**config.mk**
```make
export PLATFORM = sky130hd
export DESIGN_NAME = neuron_wr_sequencer_flat
export DESIGN_NICKNAME = d
export VERILOG_FILES = /design/src/rtl/neuron_wr_sequencer_if.sv /design/src/rtl/neuron_wr_sequencer.sv /design/src/flat_wrapper.sv
export SDC_FILE = /design/constraint.sdc
export NUM_CORES = 1
export LEC_CHECK = 0
export BUFFER_PORTS_ARGS = -buffer_cell sky130_fd_sc_hd__buf_2
export CORE_MARGIN = 5
export CORE_UTILIZATION = 32
export CTS_CLUSTER_SIZE = 16
export DETAILED_ROUTE_END_ITERATION = 8
export GPL_ROUTABILITY_DRIVEN = 0
export GPL_TIMING_DRIVEN = 0
export PLACE_DENSITY_LB_ADDON = 0.25
export SKIP_CTS_REPAIR_TIMING = 1
export SLEW_MARGIN = 20
export SYNTH_ARGS = -nofsm -noshare
export SYNTH_HDL_FRONTEND = slang
export SYNTH_SLANG_ARGS = --single-unit
```
**constraint.sdc**
```tcl
create_clock -name clk -period 2.07 [get_ports clk]
set_input_delay 0.1035 -clock clk [delete_from_list [all_inputs] [get_ports clk]]
set_output_delay 0.1035 -clock clk [all_outputs]
set_load 0.01 [all_outputs]
```
**src/rtl/neuron_wr_sequencer_if.sv**
```systemverilog
// Neuron register-write bus: config-memory read port plus the neuron write strobes and data.
// The master modport is the sequencer side; the slave modport is the memory/neuron side.
interface neuron_wr_sequencer_if #(
  parameter int MU_DATA_WIDTH    = 16,
  parameter int VMEM_DATA_WIDTH  = 16,
  parameter int Q_DATA_WIDTH     = 2,
  parameter int SPIKE_ADDR_WIDTH = 10,
  parameter int CFG_ADDR_WIDTH   = 12,
  parameter int CFG_DATA_WIDTH   = 16
);
  logic                        cfg_rd_en;
  logic [CFG_ADDR_WIDTH-1:0]   cfg_addr;
  logic [CFG_DATA_WIDTH-1:0]   cfg_rdata;
  logic                        en_neuron;
  logic                        wrVmem;
  logic                        wrNeuronI;
  logic                        wrMu;
  logic                        wrQ;
  logic [VMEM_DATA_WIDTH-1:0]  Vmem_out;
  logic [SPIKE_ADDR_WIDTH-1:0] neuronI_out;
  logic [MU_DATA_WIDTH-1:0]    mu_out;
  logic [Q_DATA_WIDTH-1:0]     Q_out;
  logic                        neuronWrDone;

  modport master (
    output cfg_rd_en, cfg_addr, en_neuron, wrVmem, wrNeuronI, wrMu, wrQ,
           Vmem_out, neuronI_out, mu_out, Q_out,
    input  cfg_rdata, neuronWrDone
  );

  modport slave (
    input  cfg_rd_en, cfg_addr, en_neuron, wrVmem, wrNeuronI, wrMu, wrQ,
           Vmem_out, neuronI_out, mu_out, Q_out,
    output cfg_rdata, neuronWrDone
  );
endinterface

```
**src/rtl/neuron_wr_sequencer.sv**
```systemverilog
// Fetches one neuron's config words from sync-read memory and replays them as neuron write strobes.
// Optional WAIT_DONE timeout is enabled by defining NEURON_WR_TIMEOUT_EN.
module neuron_wr_sequencer #(
  parameter int MU_DATA_WIDTH    = 16,
  parameter int VMEM_DATA_WIDTH  = 16,
  parameter int Q_ADDR_WIDTH     = 10,
  parameter int Q_DATA_WIDTH     = 2,
  parameter int SPIKE_ADDR_WIDTH = 10,
  parameter int CFG_ADDR_WIDTH   = 12,
  parameter int CFG_DATA_WIDTH   = 16,
  parameter int TIMEOUT_CYCLES   = 256
) (
  input  logic                      clk,
  input  logic                      reset_l,
  input  logic                      start,
  input  logic [CFG_ADDR_WIDTH-1:0] base_addr,
  input  logic [Q_ADDR_WIDTH:0]     num_q,
  output logic                      busy,
  output logic                      done,
  output logic                      wr_err,
  neuron_wr_sequencer_if.master     bus
);

  localparam int QPW  = CFG_DATA_WIDTH / Q_DATA_WIDTH;
  localparam int QC_W = $clog2(QPW + 1);

  if (QPW < 1 || TIMEOUT_CYCLES < 1) begin : g_param_check
    $error("neuron_wr_sequencer: bad Q_DATA_WIDTH or TIMEOUT_CYCLES");
  end

  localparam logic [3:0] S_IDLE      = 4'd0;
  localparam logic [3:0] S_RD_VMEM   = 4'd1;
  localparam logic [3:0] S_WR_VMEM   = 4'd2;
  localparam logic [3:0] S_RD_NI     = 4'd3;
  localparam logic [3:0] S_WR_NI     = 4'd4;
  localparam logic [3:0] S_RD_MU     = 4'd5;
  localparam logic [3:0] S_WR_MU     = 4'd6;
  localparam logic [3:0] S_RD_Q      = 4'd7;
  localparam logic [3:0] S_WR_Q      = 4'd8;
  localparam logic [3:0] S_WAIT_DONE = 4'd9;
  localparam logic [3:0] S_DONE      = 4'd10;

  logic [3:0]                state;
  logic [Q_ADDR_WIDTH:0]     q_left;
  logic [QC_W-1:0]           q_cnt;
  logic                      q_first;
  logic [CFG_DATA_WIDTH-1:0] q_shift;
  logic                      tail;
  logic [CFG_DATA_WIDTH-1:0] q_word;
  logic [QC_W-1:0]           q_cnt_next;

  // The first entry of a Q word comes straight off cfg_rdata; later entries from the shifter.
  assign q_word     = q_first ? bus.cfg_rdata : q_shift;
  assign q_cnt_next = q_first ? QC_W'(1) : q_cnt + 1'b1;

`ifdef NEURON_WR_TIMEOUT_EN
  localparam int TO_W = ($clog2(TIMEOUT_CYCLES) > 8) ? $clog2(TIMEOUT_CYCLES) : 8;
  logic [TO_W-1:0] wait_cnt;
  logic            timeout_hit;

  always_ff @(posedge clk) begin
    if (!reset_l || state != S_WAIT_DONE) wait_cnt <= '0;
    else                                  wait_cnt <= wait_cnt + 1'b1;
  end

  assign timeout_hit = (wait_cnt == TO_W'(TIMEOUT_CYCLES - 1));
`else
  assign wr_err = 1'b0;
`endif

  // tail marks the cycle in which the final strobe is visible, so WAIT_DONE starts one cycle later.
  always_ff @(posedge clk) begin
    if (!reset_l) begin
      state           <= S_IDLE;
      busy            <= 1'b0;
      done            <= 1'b0;
      bus.en_neuron   <= 1'b0;
      bus.cfg_rd_en   <= 1'b0;
      bus.cfg_addr    <= '0;
      bus.wrVmem      <= 1'b0;
      bus.wrNeuronI   <= 1'b0;
      bus.wrMu        <= 1'b0;
      bus.wrQ         <= 1'b0;
      bus.Vmem_out    <= '0;
      bus.neuronI_out <= '0;
      bus.mu_out      <= '0;
      bus.Q_out       <= '0;
      q_left          <= '0;
      q_cnt           <= '0;
      q_first         <= 1'b0;
      q_shift         <= '0;
      tail            <= 1'b0;
`ifdef NEURON_WR_TIMEOUT_EN
      wr_err          <= 1'b0;
`endif
    end else begin
      bus.cfg_rd_en <= 1'b0;
      bus.wrVmem    <= 1'b0;
      bus.wrNeuronI <= 1'b0;
      bus.wrMu      <= 1'b0;
      bus.wrQ       <= 1'b0;
      done          <= 1'b0;
`ifdef NEURON_WR_TIMEOUT_EN
      wr_err        <= 1'b0;
`endif
      case (state)
        S_IDLE: begin
          if (start) begin
            busy          <= 1'b1;
            bus.en_neuron <= 1'b1;
            bus.cfg_rd_en <= 1'b1;
            bus.cfg_addr  <= base_addr;
            q_left        <= num_q;
            state         <= S_RD_VMEM;
          end
        end
        S_RD_VMEM: state <= S_WR_VMEM;
        S_WR_VMEM: begin
          bus.Vmem_out  <= bus.cfg_rdata[VMEM_DATA_WIDTH-1:0];
          bus.wrVmem    <= 1'b1;
          bus.cfg_rd_en <= 1'b1;
          bus.cfg_addr  <= bus.cfg_addr + 1'b1;
          state         <= S_RD_NI;
        end
        S_RD_NI: state <= S_WR_NI;
        S_WR_NI: begin
          bus.neuronI_out <= bus.cfg_rdata[SPIKE_ADDR_WIDTH-1:0];
          bus.wrNeuronI   <= 1'b1;
          bus.cfg_rd_en   <= 1'b1;
          bus.cfg_addr    <= bus.cfg_addr + 1'b1;
          state           <= S_RD_MU;
        end
        S_RD_MU: state <= S_WR_MU;
        S_WR_MU: begin
          if (tail) begin
            tail  <= 1'b0;
            state <= S_WAIT_DONE;
          end else begin
            bus.mu_out <= bus.cfg_rdata[MU_DATA_WIDTH-1:0];
            bus.wrMu   <= 1'b1;
            if (q_left == '0) begin
              tail <= 1'b1;
            end else begin
              bus.cfg_rd_en <= 1'b1;
              bus.cfg_addr  <= bus.cfg_addr + 1'b1;
              state         <= S_RD_Q;
            end
          end
        end
        S_RD_Q: begin
          q_first <= 1'b1;
          state   <= S_WR_Q;
        end
        S_WR_Q: begin
          if (tail) begin
            tail  <= 1'b0;
            state <= S_WAIT_DONE;
          end else begin
            bus.Q_out <= q_word[Q_DATA_WIDTH-1:0];
            bus.wrQ   <= 1'b1;
            q_shift   <= q_word >> Q_DATA_WIDTH;
            q_left    <= q_left - 1'b1;
            q_cnt     <= q_cnt_next;
            q_first   <= 1'b0;
            // Prefetch the next word so its read overlaps the last strobe of this one.
            if (q_left == {{Q_ADDR_WIDTH{1'b0}}, 1'b1}) begin
              tail <= 1'b1;
            end else if (q_cnt_next == QC_W'(QPW)) begin
              bus.cfg_rd_en <= 1'b1;
              bus.cfg_addr  <= bus.cfg_addr + 1'b1;
              state         <= S_RD_Q;
            end
          end
        end
        S_WAIT_DONE: begin
          if (bus.neuronWrDone) begin
            done  <= 1'b1;
            state <= S_DONE;
          end
`ifdef NEURON_WR_TIMEOUT_EN
          else if (timeout_hit) begin
            done   <= 1'b1;
            wr_err <= 1'b1;
            state  <= S_DONE;
          end
`endif
        end
        S_DONE: begin
          busy          <= 1'b0;
          bus.en_neuron <= 1'b0;
          state         <= S_IDLE;
        end
        default: state <= S_IDLE;
      endcase
    end
  end

endmodule

```
**src/flat_wrapper.sv**
```systemverilog
// flat-port wrapper written by rule: the top's interface ports become plain ports
module neuron_wr_sequencer_flat 
#(
  parameter int MU_DATA_WIDTH    = 16,
  parameter int VMEM_DATA_WIDTH  = 16,
  parameter int Q_ADDR_WIDTH     = 10,
  parameter int Q_DATA_WIDTH     = 2,
  parameter int SPIKE_ADDR_WIDTH = 10,
  parameter int CFG_ADDR_WIDTH   = 12,
  parameter int CFG_DATA_WIDTH   = 16,
  parameter int TIMEOUT_CYCLES   = 256
)
  (clk, reset_l, start, base_addr, num_q, busy, done, wr_err, bus_cfg_rd_en, bus_cfg_addr, bus_en_neuron, bus_wrVmem, bus_wrNeuronI, bus_wrMu, bus_wrQ, bus_Vmem_out, bus_neuronI_out, bus_mu_out, bus_Q_out, bus_cfg_rdata, bus_neuronWrDone);
  neuron_wr_sequencer_if #(.MU_DATA_WIDTH(MU_DATA_WIDTH), .VMEM_DATA_WIDTH(VMEM_DATA_WIDTH), .Q_DATA_WIDTH(Q_DATA_WIDTH), .SPIKE_ADDR_WIDTH(SPIKE_ADDR_WIDTH), .CFG_ADDR_WIDTH(CFG_ADDR_WIDTH), .CFG_DATA_WIDTH(CFG_DATA_WIDTH)) bus_i ();
  input  logic clk;
  input  logic reset_l;
  input  logic start;
  input  logic [CFG_ADDR_WIDTH-1:0] base_addr;
  input  logic [Q_ADDR_WIDTH:0] num_q;
  output logic busy;
  output logic done;
  output logic wr_err;
  output wire logic [$bits(bus_i.cfg_rd_en)-1:0] bus_cfg_rd_en;
  output wire logic [$bits(bus_i.cfg_addr)-1:0] bus_cfg_addr;
  output wire logic [$bits(bus_i.en_neuron)-1:0] bus_en_neuron;
  output wire logic [$bits(bus_i.wrVmem)-1:0] bus_wrVmem;
  output wire logic [$bits(bus_i.wrNeuronI)-1:0] bus_wrNeuronI;
  output wire logic [$bits(bus_i.wrMu)-1:0] bus_wrMu;
  output wire logic [$bits(bus_i.wrQ)-1:0] bus_wrQ;
  output wire logic [$bits(bus_i.Vmem_out)-1:0] bus_Vmem_out;
  output wire logic [$bits(bus_i.neuronI_out)-1:0] bus_neuronI_out;
  output wire logic [$bits(bus_i.mu_out)-1:0] bus_mu_out;
  output wire logic [$bits(bus_i.Q_out)-1:0] bus_Q_out;
  input wire logic [$bits(bus_i.cfg_rdata)-1:0] bus_cfg_rdata;
  input wire logic [$bits(bus_i.neuronWrDone)-1:0] bus_neuronWrDone;
  assign bus_cfg_rd_en = bus_i.cfg_rd_en;
  assign bus_cfg_addr = bus_i.cfg_addr;
  assign bus_en_neuron = bus_i.en_neuron;
  assign bus_wrVmem = bus_i.wrVmem;
  assign bus_wrNeuronI = bus_i.wrNeuronI;
  assign bus_wrMu = bus_i.wrMu;
  assign bus_wrQ = bus_i.wrQ;
  assign bus_Vmem_out = bus_i.Vmem_out;
  assign bus_neuronI_out = bus_i.neuronI_out;
  assign bus_mu_out = bus_i.mu_out;
  assign bus_Q_out = bus_i.Q_out;
  assign bus_i.cfg_rdata = bus_cfg_rdata;
  assign bus_i.neuronWrDone = bus_neuronWrDone;
  neuron_wr_sequencer #(.MU_DATA_WIDTH(MU_DATA_WIDTH), .VMEM_DATA_WIDTH(VMEM_DATA_WIDTH), .Q_ADDR_WIDTH(Q_ADDR_WIDTH), .Q_DATA_WIDTH(Q_DATA_WIDTH), .SPIKE_ADDR_WIDTH(SPIKE_ADDR_WIDTH), .CFG_ADDR_WIDTH(CFG_ADDR_WIDTH), .CFG_DATA_WIDTH(CFG_DATA_WIDTH), .TIMEOUT_CYCLES(TIMEOUT_CYCLES)) u_core (.clk(clk), .reset_l(reset_l), .start(start), .base_addr(base_addr), .num_q(num_q), .busy(busy), .done(done), .wr_err(wr_err), .bus(bus_i));
endmodule
```
# == After elaboration in Yosys (flattened, before gate mapping) ==
# Cells that the tools add are included.
# W data, S select, Z words.
# totals
output_inout_bits,65
inputBits,43
ff_bits,98
# classes
reduce_logical,18
n_mux,40
bitwise_logic,1
eq_ne,22
addsub,3
# op_table
op,n
$mux W12,6
$pmux W12 S4,1
$pmux W4 S10,1
$mux W4,8
$mux W11,2
$pmux W11 S2,1
$eq A4 B3 Y1 const B,4
$eq A4 B4 Y1 const B,4
$mux W1,16
$mux W16,1
$reduce_and A2 Y1,7
$add A12 B1 Y12 const B,1
$ne A2 B2 Y1 const B,6
$eq A11 B1 Y1 const B,1
$logic_not A11 Y1,1
$sub A11 B1 Y11 const B,1
$eq A4 B2 Y1 const B,2
$reduce_bool A2 Y1,4
$reduce_and A7 Y1,1
$ne A3 B2 Y1 const B,2
$pmux W1 S2,3
$reduce_and A5 Y1,1
$add A4 B1 Y4 const B,1
$eq A4 B1 Y1 const B,1
other kinds (8),8

# == Longest topological paths before layout ==
# depth
ltp_word,7
mapped_depth,8
depth_no_buf,7

# == Worst setup path after synthesis ==
# No wires, ideal clock.
# synth_path
kind,register to register
start,register u_core.q_left[2]
end,register u_core.bus.cfg_addr[11]
stages_incl_launch_ff,7
required_ns,1.938
arrival_time_ns,1.818
setup_slack_ns,0.120
setup_time_ns,0.132
cell_sequence,dfxtp_1 -> or4_4 -> or3_4 -> o21ai_4 -> or2_4 -> buf_6 -> o32ai_2
# synth_between
elab_chain_len,3
# synth_rtl
element,line,text
"start, declared",neuron_wr_sequencer.sv:44,logic [Q_ADDR_WIDTH:0] q_left;
"start signal, assigned",neuron_wr_sequencer.sv:113,q_left <= num_q;
"start signal, assigned",neuron_wr_sequencer.sv:162,q_left <= q_left - 1'b1;
$eq A11 B1 Y1 or $logic_not A11 Y1 (tied branches),"neuron_wr_sequencer.sv:166, neuron_wr_sequencer.sv:141",
$ne A2 B2 Y1 (no line),n/a,
$reduce_and A7 Y1 (no line) (*),n/a,
"end signal, assigned",neuron_wr_sequencer.sv:130,bus.cfg_addr <= bus.cfg_addr + 1'b1;
"end signal, assigned",neuron_wr_sequencer.sv:145,bus.cfg_addr <= bus.cfg_addr + 1'b1;
"end signal, assigned",neuron_wr_sequencer.sv:170,bus.cfg_addr <= bus.cfg_addr + 1'b1;
"end, declared",neuron_wr_sequencer_if.sv:26,"output cfg_rd_en, cfg_addr, en_neuron, wrVmem, wrNeuronI, wrMu, wrQ,"
# Mark *: on every way between the ends. The rest lies on a longest branch, timed or not.
# A chain may end at the register's enable or synchronous reset.

# == Worst setup path after layout ==
# layout_path
start,register u_core.state[2]
end,register u_core.bus.cfg_addr[4]
# layout_between
elab_chain_len,4
# layout_rtl
element,line,text
"start, declared",neuron_wr_sequencer.sv:43,logic [3:0] state;
"start signal, assigned",neuron_wr_sequencer.sv:74,state <= S_IDLE;
"start signal, assigned",neuron_wr_sequencer.sv:114,state <= S_RD_VMEM;
"start signal, assigned",neuron_wr_sequencer.sv:117,S_RD_VMEM: state <= S_WR_VMEM;
$eq A4 B2 Y1 or $eq A4 B3 Y1 (tied branches),neuron_wr_sequencer.sv:106,case (state)
$reduce_or A2 Y1 (no line),n/a,
$reduce_bool A4 Y1 (no line),n/a,
$reduce_and A7 Y1 (no line),n/a,
"end signal, assigned",neuron_wr_sequencer.sv:112,bus.cfg_addr <= base_addr;
"end signal, assigned",neuron_wr_sequencer.sv:122,bus.cfg_addr <= bus.cfg_addr + 1'b1;
"end signal, assigned",neuron_wr_sequencer.sv:130,
# Several ways; a longest one is shown, not always the timed one.

==> reports/summary.txt <==
Area Growth Syn to Fin -> 27.9%
leak pwr -> 2.29 nW
GRT Total Usage -> 0.169
ratio of cells with drive above 1 in the final layout -> 0.262
Final nets -> 742
critical path arrival -> 2.30 ns
status -> finished, violations left
initial antenna violation count -> 0
post-DR vias/cell -> 5.27
met3 usage -> 0.0503
Die Y -> 130 um
Max clock buf depth -> 2
Main synth FF type -> dfxtp_1
routed length per instance -> 16.5 um
synth warn -> 0
# fillers -> 1,442
drt first pass iters -> 5
Final Setup Violations -> 3
mapped cell area -> 0.00461 sq mm
cell area after layout -> 0.00589 sq mm
failing checks -> negative setup slack
TNS Setup -> -0.0364 ns
Avg Inst Size Synth -> 8.04 sq um
via count -> 4,631
DRT iter0 DRCs -> 297
Synth cell types -> 63
dpl hpwl -> 10.6 mm
Hold WS -> 0.0285 ns
row cnt -> 43
Crit path required time -> 2.28 ns
Port Buf Inserts -> 105
total CTS buffers -> 9
unrepaired setup endpoints after global routing -> true
max_slew headroom -> 0.472
first-pass GRT wire length -> 22.7 mm
Initial Util -> 0.329
max_cap viols -> 0
TritonCTS clock tree -> done
Setup Crit Path Kind -> register to register
htree depth -> 3
Tcrit/Tclk final -> 1.01
syn_nets -> 621
Final Skew -> 0.00696 ns
multi-input logic area -> 0.00251 sq mm
wirelength, routed -> 14.5 mm
worst min path class -> input port to register
crit path max fanout -> 10
vias in the first global route -> 4,409
fmax -> 478 MHz
final hold violation count -> 0
largest net degree at the start of global routing -> 16
sequential fraction of the synthesis area -> 0.426
synthesized flop and latch total -> 98
Post-synth EDFFs -> 0
Root Buffer -> clkbuf_16
core area -> 0.0140 sq mm
maximum vdd drop -> 0.745 mV
CP Capture Type -> register
grt met2 use -> 0.265
placement-stage cell area -> 0.00536 sq mm
Worst Tran Pin Value -> 0.792 ns
ys async rst share -> 0
Die Area -> 0.0169 sq mm
clock sink count -> 98
Worst Setup Start Kind -> register
DRC viols -> 0
# IOs -> 108
post-route ant nets -> 0
final antenna diode count -> 0
Skew-Pair Late Insertion Delay -> 0.34 ns
final slew viol count -> 0
met1 Use GR -> 0.232
remaining global-route overflow -> 0
worst setup slack after layout -> -0.0209 ns
GR peak layer -> met2
Power Density -> 1450 mW/mm^2
final design utilization -> 0.421
Gate Count Post-Synth -> 573
register area -> 0.00197 sq mm
CTS clk-pin slew, worst paths -> 0.07 ns
min cycle time layout -> 2.09 ns
die width -> 130 um
==> per-layer routing <==
metal  up-vias  wire (um)
li1       2252          -
met1      2187       6650
met2       180       6650
met3        12       1100
met4         0        128
met5         -          0
==> final cells by class <==
class                   instances  share of cell area
plain buffers                  40              0.0410
clock buffers                  11              0.0429
clock inverters                 5             0.00892
inverters                      12             0.00765
multi-input cells             421               0.426
flip-flops and latches         98               0.334
well taps                     180              0.0382
repair buffers                112               0.101
==> report_power, final <==
part / total [mW] / switching (mW) / internal (mW) / leakage (nW)
Sequential: 2.78 / 0.426 / 2.35 / 0.799
Combinational: 4.03 / 2.41 / 1.62 / 1.34
Clock: 1.72 / 0.720 / 0.997 / 0.151
==> final timing paths <==
check | endpoint | startpoint | depth (start not counted) | slack (ns)
worst max-delay path | u_core.bus.cfg_addr[4] | u_core.state[2] | 7 | -0.02
worst min-delay path | u_core.bus.Vmem_out[13] | bus_cfg_rdata[13] | 3 | 0.03
worst max register to register | u_core.bus.cfg_addr[4] | u_core.state[2] | 7 | -0.02
worst min register to register | u_core.bus.Vmem_out[3] | u_core.bus.Vmem_out[3] | 2 | 0.45
==> cell usage in the layout, fill, tap and decap left out, drive strengths merged, types with 15 or more instances in the layout <==
cell,n
buf,120
nand2,111
dfxtp,98
a21oi,75
nor2,54
clkbuf,42
o21ai,21
nor3,20
a211oi,19
mux2i,16
nand3,15
==> cells by family after synthesis <==
group                    count (synthesis)  share of synthesized area
adder cells (fa/ha/maj)                  5                     0.0136
other                                    1                   0.000814
AO/OA/AOI/OAI                          152                      0.213
XOR/XNOR                                 1                    0.00190
buffers and inverters                   54                     0.0589
flip-flops                              98                      0.426
AND/OR/NAND/NOR                        245                      0.249
multiplexers                            17                     0.0372
==> worst max-delay path, stage by stage (launching register included) <==
cell	delay, ns
dfxtp_1	0.34
buf_2	0.20
a21o_2	0.24
a2111oi_4	0.39
o21ai_4	0.13
buf_6	0.17
o311ai_1	0.35
o31ai_2	0.12
==> flip-flops by register name, summed over array words and instances (netlist names) <==
signal,cells
u_core.bus.wrMu,1
u_core.bus.wrVmem,1
u_core.q_cnt,4
u_core.done,1
u_core.q_first,1
u_core.bus.cfg_rd_en,1
u_core.bus.mu_out,16
u_core.bus.neuronI_out,10
u_core.bus.en_neuron,1
u_core.state,4
u_core.q_left,11
u_core.bus.cfg_addr,12
u_core.bus.wrNeuronI,1
u_core.bus.Vmem_out,16
u_core.q_shift,14
u_core.bus.wrQ,1
u_core.tail,1
u_core.bus.Q_out,2
==> per-stage QoR <==
| step | setup slack, ns | std cells | total power, mW |
|---|---|---|---|
| final | -0.0209 | 879 | 8.53 |
| after CTS | -0.322 | 874 | 8.12 |
| after floorplan | 0.120 | 573 | 5.29 |
| after global routing | -0.0870 | 879 | 9.13 |
| after global placement | -0.217 | 858 | 6.29 |
| after detailed placement | -0.278 | 858 | 6.37 |
==> synth_stat cells, types with 2 or more instances <==
cell type | n | area [sq um]
a211o_1 | 3 | 26.3
a211oi_1 | 17 | 128
a211oi_2 | 2 | 25.0
a21oi_1 | 75 | 375
a41oi_1 | 2 | 17.5
and2_1 | 2 | 12.5
and3_1 | 2 | 12.5
buf_2 | 5 | 25.0
buf_4 | 3 | 22.5
buf_6 | 2 | 22.5
clkbuf_1 | 28 | 105
dfxtp_1 | 98 | 1960
ha_1 | 5 | 62.6
inv_1 | 11 | 41.3
mux2i_1 | 16 | 160
nand2_1 | 111 | 417
nand2b_1 | 7 | 43.8
nand3_1 | 15 | 75.1
nand3b_1 | 3 | 22.5
nand4_1 | 5 | 31.3
nor2_1 | 54 | 203
nor2b_1 | 2 | 12.5
nor3_1 | 17 | 85.1
nor3_2 | 3 | 30.0
nor3b_1 | 3 | 22.5
nor4_1 | 6 | 37.5
nor4b_1 | 2 | 17.5
o21a_1 | 3 | 22.5
o21ai_0 | 20 | 100
o221a_2 | 3 | 33.8
o22ai_1 | 2 | 12.5
o311ai_0 | 6 | 52.6
o31ai_1 | 7 | 52.6
or3_1 | 3 | 18.8
or4_1 | 2 | 15.0
(Power assumes the default switching activity.)
